**src/rtl/msk_g16mul_issue_stage_if.sv**
```systemverilog
// Issue-stage bundle: operand/randomness handshakes, multiplier drive/return and product output.
interface msk_g16mul_issue_stage_if #(
    parameter int d    = 2,
    parameter int RW   = 4*d*(d-1),
    parameter int CNTW = 16
);
    logic              in_valid;
    logic              in_ready;
    logic [4*d-1:0]    in_a;
    logic [4*d-1:0]    in_b;
    logic              rnd_valid;
    logic              rnd_ready;
    logic [RW-1:0]     rnd_in;
    logic [4*d-1:0]    mul_ina;
    logic [4*d-1:0]    mul_ina_prev;
    logic [4*d-1:0]    mul_inb;
    logic [RW-1:0]     mul_rnd;
    logic [4*d-1:0]    mul_out;
    logic              out_valid;
    logic              out_ready;
    logic [4*d-1:0]    out_data;
    logic              busy;
    logic [CNTW-1:0]   op_count;

    modport master (
        output in_valid, in_a, in_b, rnd_valid, rnd_in, mul_out, out_ready,
        input  in_ready, rnd_ready, mul_ina, mul_ina_prev, mul_inb, mul_rnd,
               out_valid, out_data, busy, op_count
    );

    modport slave (
        input  in_valid, in_a, in_b, rnd_valid, rnd_in, mul_out, out_ready,
        output in_ready, rnd_ready, mul_ina, mul_ina_prev, mul_inb, mul_rnd,
               out_valid, out_data, busy, op_count
    );
endinterface

```
**src/rtl/msk_g16mul_issue_stage.sv**
```systemverilog
// Feeds a masked G(16) multiplier (fixed 1-cycle latency) and collects products into a 2-entry FIFO;
// issue stalls when FIFO occupancy plus the in-flight op would exceed two after this cycle's pop.
module msk_g16mul_issue_stage #(
    parameter int d    = 2,
    parameter int RW   = 4*d*(d-1),
    parameter int CNTW = 16
) (
    input  logic clk,
    input  logic rst,
    msk_g16mul_issue_stage_if.slave io
);
    localparam int W = 4*d;

    logic [1:0]      fifo_cnt_q, fifo_cnt_d;
    logic            inflight_q;
    logic            rd_ptr_q, wr_ptr_q;
    logic [W-1:0]    mem_q [2];
    logic [W-1:0]    ina_prev_q;
    logic [CNTW-1:0] op_count_q;

    logic            pop, push, space, issue;
    logic [2:0]      occ;
    logic [W-1:0]    mul_ina_d;

    always_comb begin
        pop        = (fifo_cnt_q != 2'd0) && io.out_ready;
        push       = inflight_q;
        occ        = 3'(fifo_cnt_q) + 3'(inflight_q) - 3'(pop);
        // Readies are held low while reset is asserted.
        space      = (occ < 3'd2) && !rst;
        issue      = io.in_valid && io.rnd_valid && space;
        fifo_cnt_d = fifo_cnt_q + 2'(push) - 2'(pop);
        mul_ina_d  = issue ? io.in_a : '0;
    end

    assign io.in_ready     = io.rnd_valid && space;
    assign io.rnd_ready    = io.in_valid && space;
    assign io.mul_ina      = mul_ina_d;
    assign io.mul_inb      = issue ? io.in_b : '0;
    assign io.mul_rnd      = issue ? io.rnd_in : '0;
    assign io.mul_ina_prev = ina_prev_q;
    assign io.out_valid    = fifo_cnt_q != 2'd0;
    assign io.out_data     = mem_q[rd_ptr_q];
    assign io.busy         = inflight_q || (fifo_cnt_q != 2'd0);
    assign io.op_count     = op_count_q;

    always_ff @(posedge clk or posedge rst) begin
        if (rst) begin
            fifo_cnt_q <= 2'd0;
            inflight_q <= 1'b0;
            rd_ptr_q   <= 1'b0;
            wr_ptr_q   <= 1'b0;
            mem_q[0]   <= '0;
            mem_q[1]   <= '0;
            ina_prev_q <= '0;
            op_count_q <= '0;
        end else begin
            fifo_cnt_q <= fifo_cnt_d;
            inflight_q <= issue;
            ina_prev_q <= mul_ina_d;
            // The multiplier output is valid exactly one cycle after issue.
            if (push) begin
                mem_q[wr_ptr_q] <= io.mul_out;
                wr_ptr_q        <= ~wr_ptr_q;
                op_count_q      <= op_count_q + CNTW'(1);
            end
            if (pop) begin
                rd_ptr_q <= ~rd_ptr_q;
            end
        end
    end
endmodule

```
**src/flat_wrapper.sv**
```systemverilog
// flat-port wrapper written by rule: the top's interface ports become plain ports
module msk_g16mul_issue_stage_flat 
#(
    parameter int d    = 2,
    parameter int RW   = 4*d*(d-1),
    parameter int CNTW = 16
)
  (clk, rst, io_in_valid, io_in_a, io_in_b, io_rnd_valid, io_rnd_in, io_mul_out, io_out_ready, io_in_ready, io_rnd_ready, io_mul_ina, io_mul_ina_prev, io_mul_inb, io_mul_rnd, io_out_valid, io_out_data, io_busy, io_op_count);
  msk_g16mul_issue_stage_if #(.d(d), .RW(RW), .CNTW(CNTW)) io_i ();
  input  logic clk;
  input  logic rst;
  input wire logic [$bits(io_i.in_valid)-1:0] io_in_valid;
  input wire logic [$bits(io_i.in_a)-1:0] io_in_a;
  input wire logic [$bits(io_i.in_b)-1:0] io_in_b;
  input wire logic [$bits(io_i.rnd_valid)-1:0] io_rnd_valid;
  input wire logic [$bits(io_i.rnd_in)-1:0] io_rnd_in;
  input wire logic [$bits(io_i.mul_out)-1:0] io_mul_out;
  input wire logic [$bits(io_i.out_ready)-1:0] io_out_ready;
  output wire logic [$bits(io_i.in_ready)-1:0] io_in_ready;
  output wire logic [$bits(io_i.rnd_ready)-1:0] io_rnd_ready;
  output wire logic [$bits(io_i.mul_ina)-1:0] io_mul_ina;
  output wire logic [$bits(io_i.mul_ina_prev)-1:0] io_mul_ina_prev;
  output wire logic [$bits(io_i.mul_inb)-1:0] io_mul_inb;
  output wire logic [$bits(io_i.mul_rnd)-1:0] io_mul_rnd;
  output wire logic [$bits(io_i.out_valid)-1:0] io_out_valid;
  output wire logic [$bits(io_i.out_data)-1:0] io_out_data;
  output wire logic [$bits(io_i.busy)-1:0] io_busy;
  output wire logic [$bits(io_i.op_count)-1:0] io_op_count;
  assign io_i.in_valid = io_in_valid;
  assign io_i.in_a = io_in_a;
  assign io_i.in_b = io_in_b;
  assign io_i.rnd_valid = io_rnd_valid;
  assign io_i.rnd_in = io_rnd_in;
  assign io_i.mul_out = io_mul_out;
  assign io_i.out_ready = io_out_ready;
  assign io_in_ready = io_i.in_ready;
  assign io_rnd_ready = io_i.rnd_ready;
  assign io_mul_ina = io_i.mul_ina;
  assign io_mul_ina_prev = io_i.mul_ina_prev;
  assign io_mul_inb = io_i.mul_inb;
  assign io_mul_rnd = io_i.mul_rnd;
  assign io_out_valid = io_i.out_valid;
  assign io_out_data = io_i.out_data;
  assign io_busy = io_i.busy;
  assign io_op_count = io_i.op_count;
  msk_g16mul_issue_stage #(.d(d), .RW(RW), .CNTW(CNTW)) u_core (.clk(clk), .rst(rst), .io(io_i));
endmodule
```
**config.mk**
```make
export PLATFORM = sky130hd
export DESIGN_NAME = msk_g16mul_issue_stage_flat
export DESIGN_NICKNAME = d
export VERILOG_FILES = /design/src/rtl/msk_g16mul_issue_stage_if.sv /design/src/rtl/msk_g16mul_issue_stage.sv /design/src/flat_wrapper.sv
export SDC_FILE = /design/constraint.sdc
export NUM_CORES = 1
export LEC_CHECK = 0
export ABC_AREA = 1
export ABC_CLOCK_PERIOD_IN_PS = 8410
export CORE_MARGIN = 2
export CORE_UTILIZATION = 45
export CTS_BUF_LIST = sky130_fd_sc_hd__clkbuf_8 sky130_fd_sc_hd__clkbuf_16
export CTS_CLUSTER_DIAMETER = 100
export CTS_CLUSTER_SIZE = 10
export DETAILED_ROUTE_END_ITERATION = 8
export PLACE_DENSITY = 0.91
export SETUP_SLACK_MARGIN = 0.3
export SYNTH_ARGS = -nofsm -noshare
export SYNTH_HDL_FRONTEND = slang
export SYNTH_SLANG_ARGS = --single-unit
export TNS_END_PERCENT = 50
```
**constraint.sdc**
```tcl
create_clock -name clk -period 8.41 [get_ports clk]
set_clock_uncertainty 0.1 [all_clocks]
set_input_delay 2.523 -clock clk [delete_from_list [all_inputs] [get_ports clk]]
set_output_delay 2.523 -clock clk [all_outputs]
set_load 0.02 [all_outputs]
```
Word-level counts from Yosys, hierarchy flattened
Index checks and enable logic that the tools add are counted.

word-level totals
  bits in latches = 0
  bits in writable memories = 0
  memories kept = 0
  ROM bits = 0
  logic and storage cells = 40
  register bits after elaboration = 45
  bits of input ports = 37
  output and inout port bits = 60

operators by class
  mux-type cells = 9
  divide/modulo/power cells = 0
  equal/unequal tests = 0
  reduce and logical (&&, ||, !) cells = 10
  bitwise operators = 4
  order comparisons = 4
  multipliers = 0
  $add $sub $neg = 5
  shifts and indexed selects = 0

operators with widths
  kind                   count
  $mux 8                 7
  $add 16x1->16 const B  1
  $bwmux 16              1
  $demux 8 s1            1
  $logic_and 1x1->1      7
  $ge 2x2->1 const B     2
  $not 1->2              2
  $add 2x1->3            1
  $lt 3x2->1 const B     1
  $sub 3x1->3            1
  $add 2x1->2            1
  $lt 2x1->1 const B     1
  $not 1->1              2
  $reduce_bool 2->1      1
  $sub 2x1->2            1
  $logic_not 1->1        1
  $logic_or 1x1->1       1

Longest topological paths before layout
Gate-level depths: netlist of run 1.

  depth in word-level cells = 7
  gate-level depth with buffers = 16
  depth with buffers taken out = 15

Least setup slack after synthesis of run 1
OpenSTA, ideal clock, no wires.

  kind = input-to-output
  start point = in io_out_ready
  end point = out io_mul_ina[0]
  path buffers = 1
  slack = 1.120 ns
  cell stages on the path = 14
  data required time = 5.787 ns
  arrival = 4.667 ns
  cell sequence = nand2_1 > inv_1 > ha_1 > inv_1 > ha_1 > inv_1 > fa_1 > inv_1 > nor2_1 > nand2_1 > nor2_2 > nand2_2 > buf_2 > nor2_1

between the ends
  word-level cells in the longest chain between the ends = 6

RTL lines
  what                  line                          RTL
  start: declaration    flat_wrapper.sv:18            input wire logic [$bits(io_i.out_ready)-1:0] io_out_ready;
  $logic_and 1x1->1     msk_g16mul_issue_stage.sv:26  pop = (fifo_cnt_q != 2'd0) && io.out_ready;
  named net u_core.pop  msk_g16mul_issue_stage.sv:21  logic pop, push, space, issue;
  $sub 3x1->3           msk_g16mul_issue_stage.sv:28  occ = 3'(fifo_cnt_q) + 3'(inflight_q) - 3'(pop);
  $lt 3x2->1            msk_g16mul_issue_stage.sv:30  space = (occ < 3'd2) && !rst;
  $logic_and 1x1->1     msk_g16mul_issue_stage.sv:30
  $logic_and 1x1->1     msk_g16mul_issue_stage.sv:31  issue = io.in_valid && io.rnd_valid && space;
  $mux 8                msk_g16mul_issue_stage.sv:33  mul_ina_d = issue ? io.in_a : '0;
  end: declaration      flat_wrapper.sv:21            output wire logic [$bits(io_i.mul_ina)-1:0] io_mul_ina;

The timed path passes the listed nets, and every way through them passes these cells.

Worst setup path after layout of run 1
  start point = in io_out_ready
  end point = out io_mul_inb[2]

between the ends
  word-level cells in the longest chain between the ends = 6

RTL lines
  what                  line                          RTL
  $logic_and 1x1->1     msk_g16mul_issue_stage.sv:26
  named net u_core.pop  msk_g16mul_issue_stage.sv:21
  $sub 3x1->3           msk_g16mul_issue_stage.sv:28
  $lt 3x2->1            msk_g16mul_issue_stage.sv:30
  $logic_and 1x1->1     msk_g16mul_issue_stage.sv:30
  $logic_and 1x1->1     msk_g16mul_issue_stage.sv:31
  $mux 8                msk_g16mul_issue_stage.sv:39  assign io.mul_inb = issue ? io.in_b : '0;
  end: declaration      flat_wrapper.sv:23            output wire logic [$bits(io_i.mul_inb)-1:0] io_mul_inb;

The timed path passes the listed nets, and every way through them passes these cells.

==> reports/qor.txt, run 1 <==
Area grow syn2layout: 52.6%
Gr usage total: 0.185
Crit path largest cell delay: 0.62 ns
Crit Path Category: input pin to primary output
# nets final: 381
Diodes inserted: 0
Mapped Nets: 284
DP Worst Slack: 0.224 ns
Mean post-synth cell area: 8.91 um2
Die Height: 73.4 um
Min Hold Slack: 0.387 ns
Worst hold path class: flip-flop to flip-flop
CTS HTree Levels: 2
Total CTS buffers: 5
Multi-input logic area: 811 um2
DR WL/cell: 12.2 um
Reg2Reg Setup Slack: 5.70 ns
Post-CTS setup buffer count: 0
CP bufs+invs: 6
Layout cells sized above 1: 0.0997
DRC violation count after routing: 0
Register area: 1130 um2
Max Fclk: 124 MHz
Initial DRC Count: 77
EDFF count, synth: 0
Predominant post-synthesis flop cell: dfrtp_1
LEAKAGE: 1.87 nW
Mapped cell area: 2160 um2
Final Core Density: 0.704
First-pass GRT wire length: 7870 um
Setup Viol. Count Final: 0
Req. time, crit path: 5.79 ns
VDD IR max: 157 uV
TNS Setup: 0 ns
Post-Route WL: 4800 um
Max clock buf depth: 2
Port-buffer cells: 96
Setup WS post-layout: 0.377 ns
Ys async rst share: 1.00
Dominant cell type by area after synthesis: dfrtp_1
Core ar.: 4690 um2
I/O pin count: 97
YS warnings: 0
Die span in x: 73.4 um
Largest net degree at the start of global routing: 46
Max-cap violations: 0
Cell mode on critical path: inv_1
Via count: 1830
Run status: finished, final reports clean
Top post-synthesis cells by area: dfrtp_1 52%, inv_1 8.7%, nand2_1 8.2%
Detail Placement HPWL: 3710 um
Final min period: 8.03 ns
CTS root buf: clkbuf_8
Critical path, cell by cell: clkdlybuf4s50_1, nand2_1, inv_1, ha_1, inv_1, ha_1, inv_1, fa_1, inv_1, nor2_1, nand2_1, nor2_2, nand2_4, nor2_1, clkdlybuf4s50_1
Starting density of the core: 0.461
RSZ-0062 raised after global routing: true
Die area: 5380 um2
CTS tree: built
Tot Pwr: 837 uW
Slew headroom: 0.382
Cells after Synth: 243
Clk sinks: 45
Startpoint Class: input pin
Slew @ Worst Pin: 0.925 ns
CP endpoint kind: primary output
Initial antenna violation count: 0
Fin. Hold Viols: 0
Seq cells post-synth: 45
Period utilization: 0.955
Critical Path AT: 5.41 ns
Slew Limit Fails: 0
Filler cell count: 366
Crit path max-delay family: buffers and inverters
First-pass DRT Iterations: 4
Pwr Density: 254 nW/um2
Number of global-route vias before repair: 1888
Fraction of the yosys area taken by sequential cells: 0.520
Final ANT Viol Nets: 0
Gp weighted congestion: 0.738
Clk pin slew, worst setup/hold paths: 0.08 ns
Worst path slowest cell: clkdlybuf4s50_1
GRT overflow: 0
Max FO, Critical Path: 25
Worst-Skew Late Latency: 0.28 ns
Placement Rows: 25
Synth top area share: 0.520
Distinct cells, synth: 24
Vias per inst: 4.63
==> flip-flops by register name, summed over array words and instances, names as in the netlist <==
register                flops
u_core.fifo_cnt_q           2
u_core.wr_ptr_q             1
u_core.mem_q               16
u_core.io.mul_ina_prev      8
u_core.inflight_q           1
u_core.io.op_count         16
u_core.rd_ptr_q             1
==> cell usage after synthesis (2+ instances only) <==
library cell	count
buf_2	3
nand3_1	5
buf_6	2
inv_1	50
o21ai_0	8
dfrtp_1	45
o21ai_2	8
ha_1	3
nand2_2	3
nor2_1	33
nand2_1	47
nand3b_1	2
nor2_2	3
xor2_1	9
mux2_2	8
nor2_4	3
xnor2_1	4
==> logic make-up after synthesis <==
| group | count (synthesis) | synth area share |
|---|---|---|
| simple gates | 99 | 0.198 |
| buf+inv | 57 | 0.108 |
| flops | 45 | 0.520 |
| compound gates | 17 | 0.0532 |
| xor+xnor | 13 | 0.0526 |
| mux | 8 | 0.0416 |
| fa+ha+maj | 4 | 0.0266 |
==> per-layer routing <==
metal	GRT usage	up-vias	part of all wire	routed length, um
li1	-	912	-	-
met5	0	-	0	0
met4	0.0586	0	0.016	78
met1	0.209	842	0.41	1980
met2	0.338	70	0.51	2440
met3	0.0494	6	0.065	310
==> repair_timing <==
item,in CTS,in global routing
endpoints found under the setup margin,24,24
gates resized for setup,1,12
hold buffers,0,0
==> path summary, 6_finish.rpt <==
kind	startpoint	endpoint	cells after the start
max	io_out_ready	io_mul_inb[2]	15
min	u_core.mem_q[9]	u_core.mem_q[9]	2
min reg2reg	u_core.mem_q[9]	u_core.mem_q[9]	2
max in group asynchronous	rst	u_core.io.op_count[13]	2
min in group asynchronous	rst	u_core.mem_q[15]	2
max reg2reg	u_core.fifo_cnt_q[1]	u_core.io.mul_ina_prev[4]	15
==> metrics by stage <==
step | std cells | instance area (um2)
2_1_floorplan | 243 | 2160
3_3_place_gp | 387 | 3150
3_5_place_dp | 387 | 3150
4_1_cts | 395 | 3270
5_1_grt | 395 | 3300
6_report | 395 | 3300
==> worst min-delay path, delay by kind of cell (launching register included) <==
| family | cells | cell delay, ns |
|---|---|---|
| DFF | 1 | 0.35 |
| AOI/OAI and AO/OA | 1 | 0.05 |
| and+or+nand+nor | 1 | 0.06 |
==> final cells by class <==
type / instances / share of cell area
well taps: 54 / 0.0205
clock inverters: 2 / 0.0102
clock buffers: 6 / 0.0250
inverters: 51 / 0.0580
flip-flops and latches: 45 / 0.341
multi-input cells: 141 / 0.245
repair buffers: 96 / 0.300
==> report_power, final <==
group / internal [mW] / leakage, nW / total [mW] / switching, mW
registers: 0.276 / 0.574 / 0.321 / 0.0451
logic: 0.178 / 1.23 / 0.352 / 0.174
clock network: 0.0957 / 0.0626 / 0.164 / 0.0686
==> layout by cell type, fill, tap and decap left out <==
cell,Yosys,layout
nor2_4,3,3
nand2_2,3,2
nand2_4,0,1
nor2_1,33,33
o21ai_2,8,8
clkbuf_8,0,6
nand3b_1,2,2
o21ai_0,8,8
xnor2_1,4,4
mux2_2,8,8
fa_1,1,1
a21oi_1,1,1
or2_1,1,1
bufinv_16,0,1
inv_2,1,2
inv_1,50,50
nand4_1,1,1
dlymetal6s2s_1,0,12
nor2_2,3,3
nor3_1,1,1
ha_1,3,3
nand2_1,47,47
xor2_1,9,9
nand3_1,5,5
clkdlybuf4s50_1,0,84
dfrtp_1,45,45
Note: power is estimated with default switching activity, not from simulation.
==> run 2: changes to the inputs <==
Settings changed: SKIP_LAST_GASP set to 1.
==> results of run 2 <==
No change in the layout: final DEF, timing and power equal those of run 1.
